### src/rtl/prbs_checker_popcount.sv
// popcount: combinational count of set bits; data in, count out
module popcount #(
  parameter int W = 8,
  parameter int CW = $clog2(W + 1)
) (
  input  logic [W-1:0]  data,
  output logic [CW-1:0] count
);
  always_comb begin
    count = '0;
    for (int i = 0; i < W; i++) count = count + CW'(data[i]);
  end
endmodule

### config.mk
export PLATFORM = sky130hd
export DESIGN_NAME = popcount
export DESIGN_NICKNAME = d
export VERILOG_FILES = /design/src/rtl/prbs_checker_popcount.sv
export SDC_FILE = /design/constraint.sdc
export NUM_CORES = 1
export LEC_CHECK = 0
export ABC_CLOCK_PERIOD_IN_PS = 3300
export CAP_MARGIN = 20
export CORE_AREA = 2 2 39 41
export DETAILED_ROUTE_END_ITERATION = 8
export DIE_AREA = 0 0 41 43
export GPL_ROUTABILITY_DRIVEN = 0
export GPL_TIMING_DRIVEN = 0
export PLACE_DENSITY = 0.38
export SYNTH_ARGS = -nofsm -noshare
export SYNTH_HDL_FRONTEND = slang
export SYNTH_SLANG_ARGS = --single-unit
### constraint.sdc
create_clock -name vclk -period 3.3
set_input_delay 0.66 -clock vclk [all_inputs]
set_output_delay 0.66 -clock vclk [all_outputs]
set_load 0.005 [all_outputs]
==> results of run 1 <==
## cells by family after synthesis
kind of cell | share of synthesized area, %
adder cells (fa/ha/maj) | 61.8
buffers and inverters | 27.6
AO/OA/AOI/OAI | 2.63
AND/OR/NAND/NOR | 3.29
XOR/XNOR | 4.61
## critical path: stages
cell and delay, ns:
sky130_fd_sc_hd__buf_6 0.07, sky130_fd_sc_hd__inv_2 0.03, sky130_fd_sc_hd__fa_1 0.49, sky130_fd_sc_hd__fa_1 0.53, sky130_fd_sc_hd__fa_2 0.45, sky130_fd_sc_hd__inv_2 0.08
sky130_fd_sc_hd__ha_4 0.13, sky130_fd_sc_hd__inv_2 0.03, sky130_fd_sc_hd__fa_2 0.50, sky130_fd_sc_hd__inv_1 0.03, sky130_fd_sc_hd__buf_2 0.11
## how the worst max path moves through the flow
| stage | endpoint | start | slack (ns) | cells after the start |
|---|---|---|---|---|
| after floorplan | count[1] | data[0] | -0.22 | 9 |
| after global routing | count[1] | data[3] | -0.52 | 11 |
| after CTS | count[1] | data[0] | -0.58 | 11 |
| after detailed placement | count[1] | data[0] | -1.35 | 11 |
| final | count[1] | data[3] | -0.46 | 11 |
| after global placement | count[1] | data[0] | -1.30 | 11 |
## per-layer routing
metal | vias up | share of wire, %
met5 | - | 0
met2 | 10 | 49
met1 | 78 | 41
met4 | 0 | 0
met3 | 0 | 9.7
li1 | 88 | -
## stage by stage
step | cell area [um2] | power (mW) | util, % | setup TNS (ns)
detailed placement | 350 | 0.110 | 25.3 | -4.63
floorplan | 210 | 0.0564 | - | -0.378
global placement | 350 | 0.107 | 25.3 | -4.42
CTS | 355 | 0.116 | 25.7 | -1.54
finish | 362 | 0.112 | 26.1 | -1.14
global route | 362 | 0.127 | 26.1 | -1.38
## area by class of cell
type	instances	area (um2)
Timing Repair Buffer	13	115
Inverter	14	60.1
Multi-Input combinational cell	10	166
Fill cell	158	1020
Tap cell	16	20.0
## where the power goes
part           leakage, nW  internal (mW)  switching [mW]
Sequential               0              0               0
Combinational        0.193         0.0654          0.0467
Clock                    0              0               0
## synth_stat cells, drive strengths merged
| master | instances | area, um2 |
|---|---|---|
| a21oi | 1 | 5.00 |
| inv | 14 | 52.6 |
| ha | 3 | 37.5 |
| fa | 4 | 80.1 |
| xnor2 | 1 | 8.76 |
| nor2b | 1 | 6.26 |
## repair_timing
action	in CTS	in global routing
setup endpoints to repair	4	4
resized for setup	34	3
pin swaps	5	4
setup buffers	1	0
cloned	0	0
hold buffers	0	0
==> flow_summary.toml, run 1 <==
[global_routing]
vias_in_the_first_global_route = 163
wire_length_of_the_first_global_routing_pass_um = 593
grt_util_met3_pct = 0
antenna_found_initial = 0
grt_overflow = 0
grt-busiest-layer = "met2"
use_met2_pct = 9.06
grt_util_all_layers_pct = 4.52
maximum_number_of_pins_on_one_net_before_global_route_repair = 3
met1_usage_pct = 5.16

[synth]
synth-seq-area-share_pct = 0
ys_warn_count = 0
synth_area_per_cell_um2 = 7.92
syn-cell-area_um2 = 190
number_of_distinct_library_cells_after_synthesis = 6
synth_cells = 24
synthesized_netlist_net_count = 39

[detailed_routing]
detail_route.wl_per_cell_um = 7.23
vias_after_detailed_routing = 176
drt_antenna_net_count = 0
totalWireLength_um = 383
first_pass_iters = 2
drt-initial-drc-count = 1
route.detailed.drc = 0
route.detailed.vias_per_inst = 3.32

[flow_run]
max_cap_violations = 0

[final_layout]
clock_buffer_count = 0
mostFrequentLayoutCells = "9 x sky130_fd_sc_hd__inv_1, 5 x sky130_fd_sc_hd__clkdlybuf4s50_1, 4 x sky130_fd_sc_hd__inv_2, 4 x sky130_fd_sc_hd__buf_2"
number_of_nets_in_the_layout = 54
nFlopsAndLatches = 0
antenna-diode-count = 0
sequential_cell_area_um2 = 0
mostFrequentLayoutCell = "sky130_fd_sc_hd__inv_1"
area.growth.synth_to_final_pct = 90.1
finish.cell_count_without_fillers = 53
ratio_of_cells_with_drive_above_1_in_the_final_layout_pct = 48.6

[run_status]
outcome = "finished, violations left"
violations = "negative setup slack"

[sta]
post-route-min-period_ns = 3.76
timing.final.crit_share_pct = 114
final_hold_violation_count = 0
max-slew-margin-rel_pct = 91.6
timing.final.setup_violations = 4
post_route_setup_slack_ns = -0.457
fin_hold_ws_ns = 2.05
max_freq_mhz = 266
max_slew_violation_total_from_the_final_report = 0
setup_repair_after_global_routing_missed_its_margin = "yes"
slew_of_the_pin_with_the_lowest_slew_margin_ns = 0.127

[placement]
port_buffers = 12
dp_cells = 52
detailedPlacementHpwl_um = 357
place_ws_ns = -1.35

[setup_path]
critical_path.startpoint_type = "input port"
worstSetupPathType = "input port to output port"
timing.critical_path.arrival_ns = 3.10
worst-endpoint-required_ns = 2.64
timing.critical_path.to_type = "output port"
timing.critical_path.fanout_max = 2

[floorplanning]
coreArea_um2 = 1380
io_pins = 12
die-width_um = 41
dieArea_um2 = 1760
die_h_um = 43
placementRows = 14
floorplan.initialDensity_pct = 13.7

[power_and_ir_drop]
cellPowerDensity_nw_per_um2 = 310
irDropWorstVdd_mv = 0.0871
leakage_nw = 0.193

[worst_hold_path]
min_delay_path_depth = 3
hold_worst_path_end = "count[0]"
worst_hold_startpoint = "data[2]"
min_path_type = "input port to output port"
No activity file was read; power rests on OpenSTA's default activity.
==> run 2: changes to the inputs <==
ABC_CLOCK_PERIOD_IN_PS = 3900   (was 3300)
PLACE_DENSITY = 0.36   (was 0.38)
clock period = 3.9 ns   (was 3.3 ns; I/O delays follow)
==> flow_summary.toml, run 2 (same netlist as run 1, synthesis figures left out) <==
[final_layout]
fill_cells = 167
antenna-diode-count = 0
finish.cell_count_without_fillers = 53
mostFrequentLayoutCells = "9 x sky130_fd_sc_hd__inv_1, 5 x sky130_fd_sc_hd__inv_2, 5 x sky130_fd_sc_hd__clkdlybuf4s50_1"
nFlopsAndLatches = 0
clock_buffer_count = 0
number_of_nets_in_the_layout = 54
mostFrequentLayoutCell = "sky130_fd_sc_hd__inv_1"
ratio_of_cells_with_drive_above_1_in_the_final_layout_pct = 40.5
sequential_cell_area_um2 = 0
area.growth.synth_to_final_pct = 72.4
multiInputGateArea_um2 = 146

[floorplanning]
die_h_um = 43
die-width_um = 41
dieArea_um2 = 1760
placementRows = 14
floorplan.initialDensity_pct = 13.7
io_pins = 12
coreArea_um2 = 1380

[setup_path]
timing.critical_path.to_type = "output port"
timing.critical_path.fanout_max = 2
worstSetupStartpoint = "data[3]"
crit_path_top_delay_cell = "sky130_fd_sc_hd__fa_1"
max_stage_delay_ns = 0.55
worstSetupPathType = "input port to output port"
timing.critical_path.arrival_ns = 3.23
critical_path.startpoint_type = "input port"
worst-endpoint-required_ns = 3.12
timing.critical_path.cells = "buf_6, inv_2, fa_1, fa_1, fa_1, inv_1, ha_2, inv_2, fa_2, inv_2, buf_6"

[sta]
max_freq_mhz = 250
max-slew-margin-rel_pct = 91.9
timing.final.crit_share_pct = 103
final_hold_violation_count = 0
post-route-min-period_ns = 4.01
post_route_setup_slack_ns = -0.107
tns_ns = -0.143
slew_of_the_pin_with_the_lowest_slew_margin_ns = 0.121
max_slew_violation_total_from_the_final_report = 0
setup_repair_after_global_routing_missed_its_margin = "yes"
timing.final.setup_violations = 2

[global_routing]
grt_overflow = 0
grt_util_all_layers_pct = 3.82
maximum_number_of_pins_on_one_net_before_global_route_repair = 3
wire_length_of_the_first_global_routing_pass_um = 517
antenna_found_initial = 0
vias_in_the_first_global_route = 151

[run_status]
outcome = "finished, violations left"
violations = "negative setup slack"

[detailed_routing]
totalWireLength_um = 350
drt_antenna_net_count = 0
route.detailed.vias_per_inst = 3.23
first_pass_iters = 1
detail_route.wl_per_cell_um = 6.60
drt-initial-drc-count = 0
vias_after_detailed_routing = 171
route.detailed.drc = 0

[placement]
detailedPlacementHpwl_um = 295
dp_cells = 52
port_buffers = 12

[worst_hold_path]
worst_hold_startpoint = "data[1]"
min_path_type = "input port to output port"

[power_and_ir_drop]
leakage_nw = 0.182
irDropWorstVdd_mv = 0.0734
cellPowerDensity_nw_per_um2 = 266

[flow_run]
max_cap_violations = 0

[clock_network]
cts_hold_repair.buffers = 0
==> run 2: cell types whose count changed in the layout (fill, tap and decap cells not counted), sizes merged <==
cell / previous run / this run
dlygate4sd2: 0 / 1
buf: 8 / 7
==> run 2: area by class of cell <==
type / count / area share [%]
Inverter: 14 / 16.0
Multi-Input combinational cell: 10 / 44.7
Tap cell: 16 / 6.11
Timing Repair Buffer: 13 / 33.2
==> run 2: where the power goes <==
group          switching (mW)  internal [mW]
clock network               0              0
logic                  0.0365         0.0508
registers                   0              0
==> run 2: metrics by stage <==
stage	setup WS, ns	util (%)	instance area, um2	power (mW)	hold WS, ns
after global routing	-0.204	23.7	328	0.101	2.41
after floorplan	0.130	-	190	0.0404	1.68
final	-0.107	23.7	328	0.0873	2.34
after CTS	-0.211	23.7	328	0.0802	2.36
after detailed placement	-0.887	23.9	330	0.0850	2.65
after global placement	-0.900	23.9	330	0.0838	2.63
==> run 2: routing by layer <==
layer,GRT usage (%),routed length [um],vias to the layer above
met5,0,0,-
met4,0,0,0
met3,0,39,0
met2,7.50,172,8
met1,4.53,138,75
li1,-,-,88
==> run 2: path summary, 6_finish.rpt <==
path | cells after the start | endpoint | slack, ns
worst max-delay path | 11 | count[1] | -0.11
worst min-delay path | 7 | count[2] | 2.34
==> run 2: what timing repair did <==
action                                  4_1_cts  5_1_grt
pin swaps                                     5        5
buffers inserted                              1        0
gates resized for setup                      28        4
endpoints found under the setup margin        4        3
==> run 2: critical path: cells and delay by family <==
kind	cells	cell delay, ns
fa+ha+maj	5	2.11
buf+inv	6	0.34
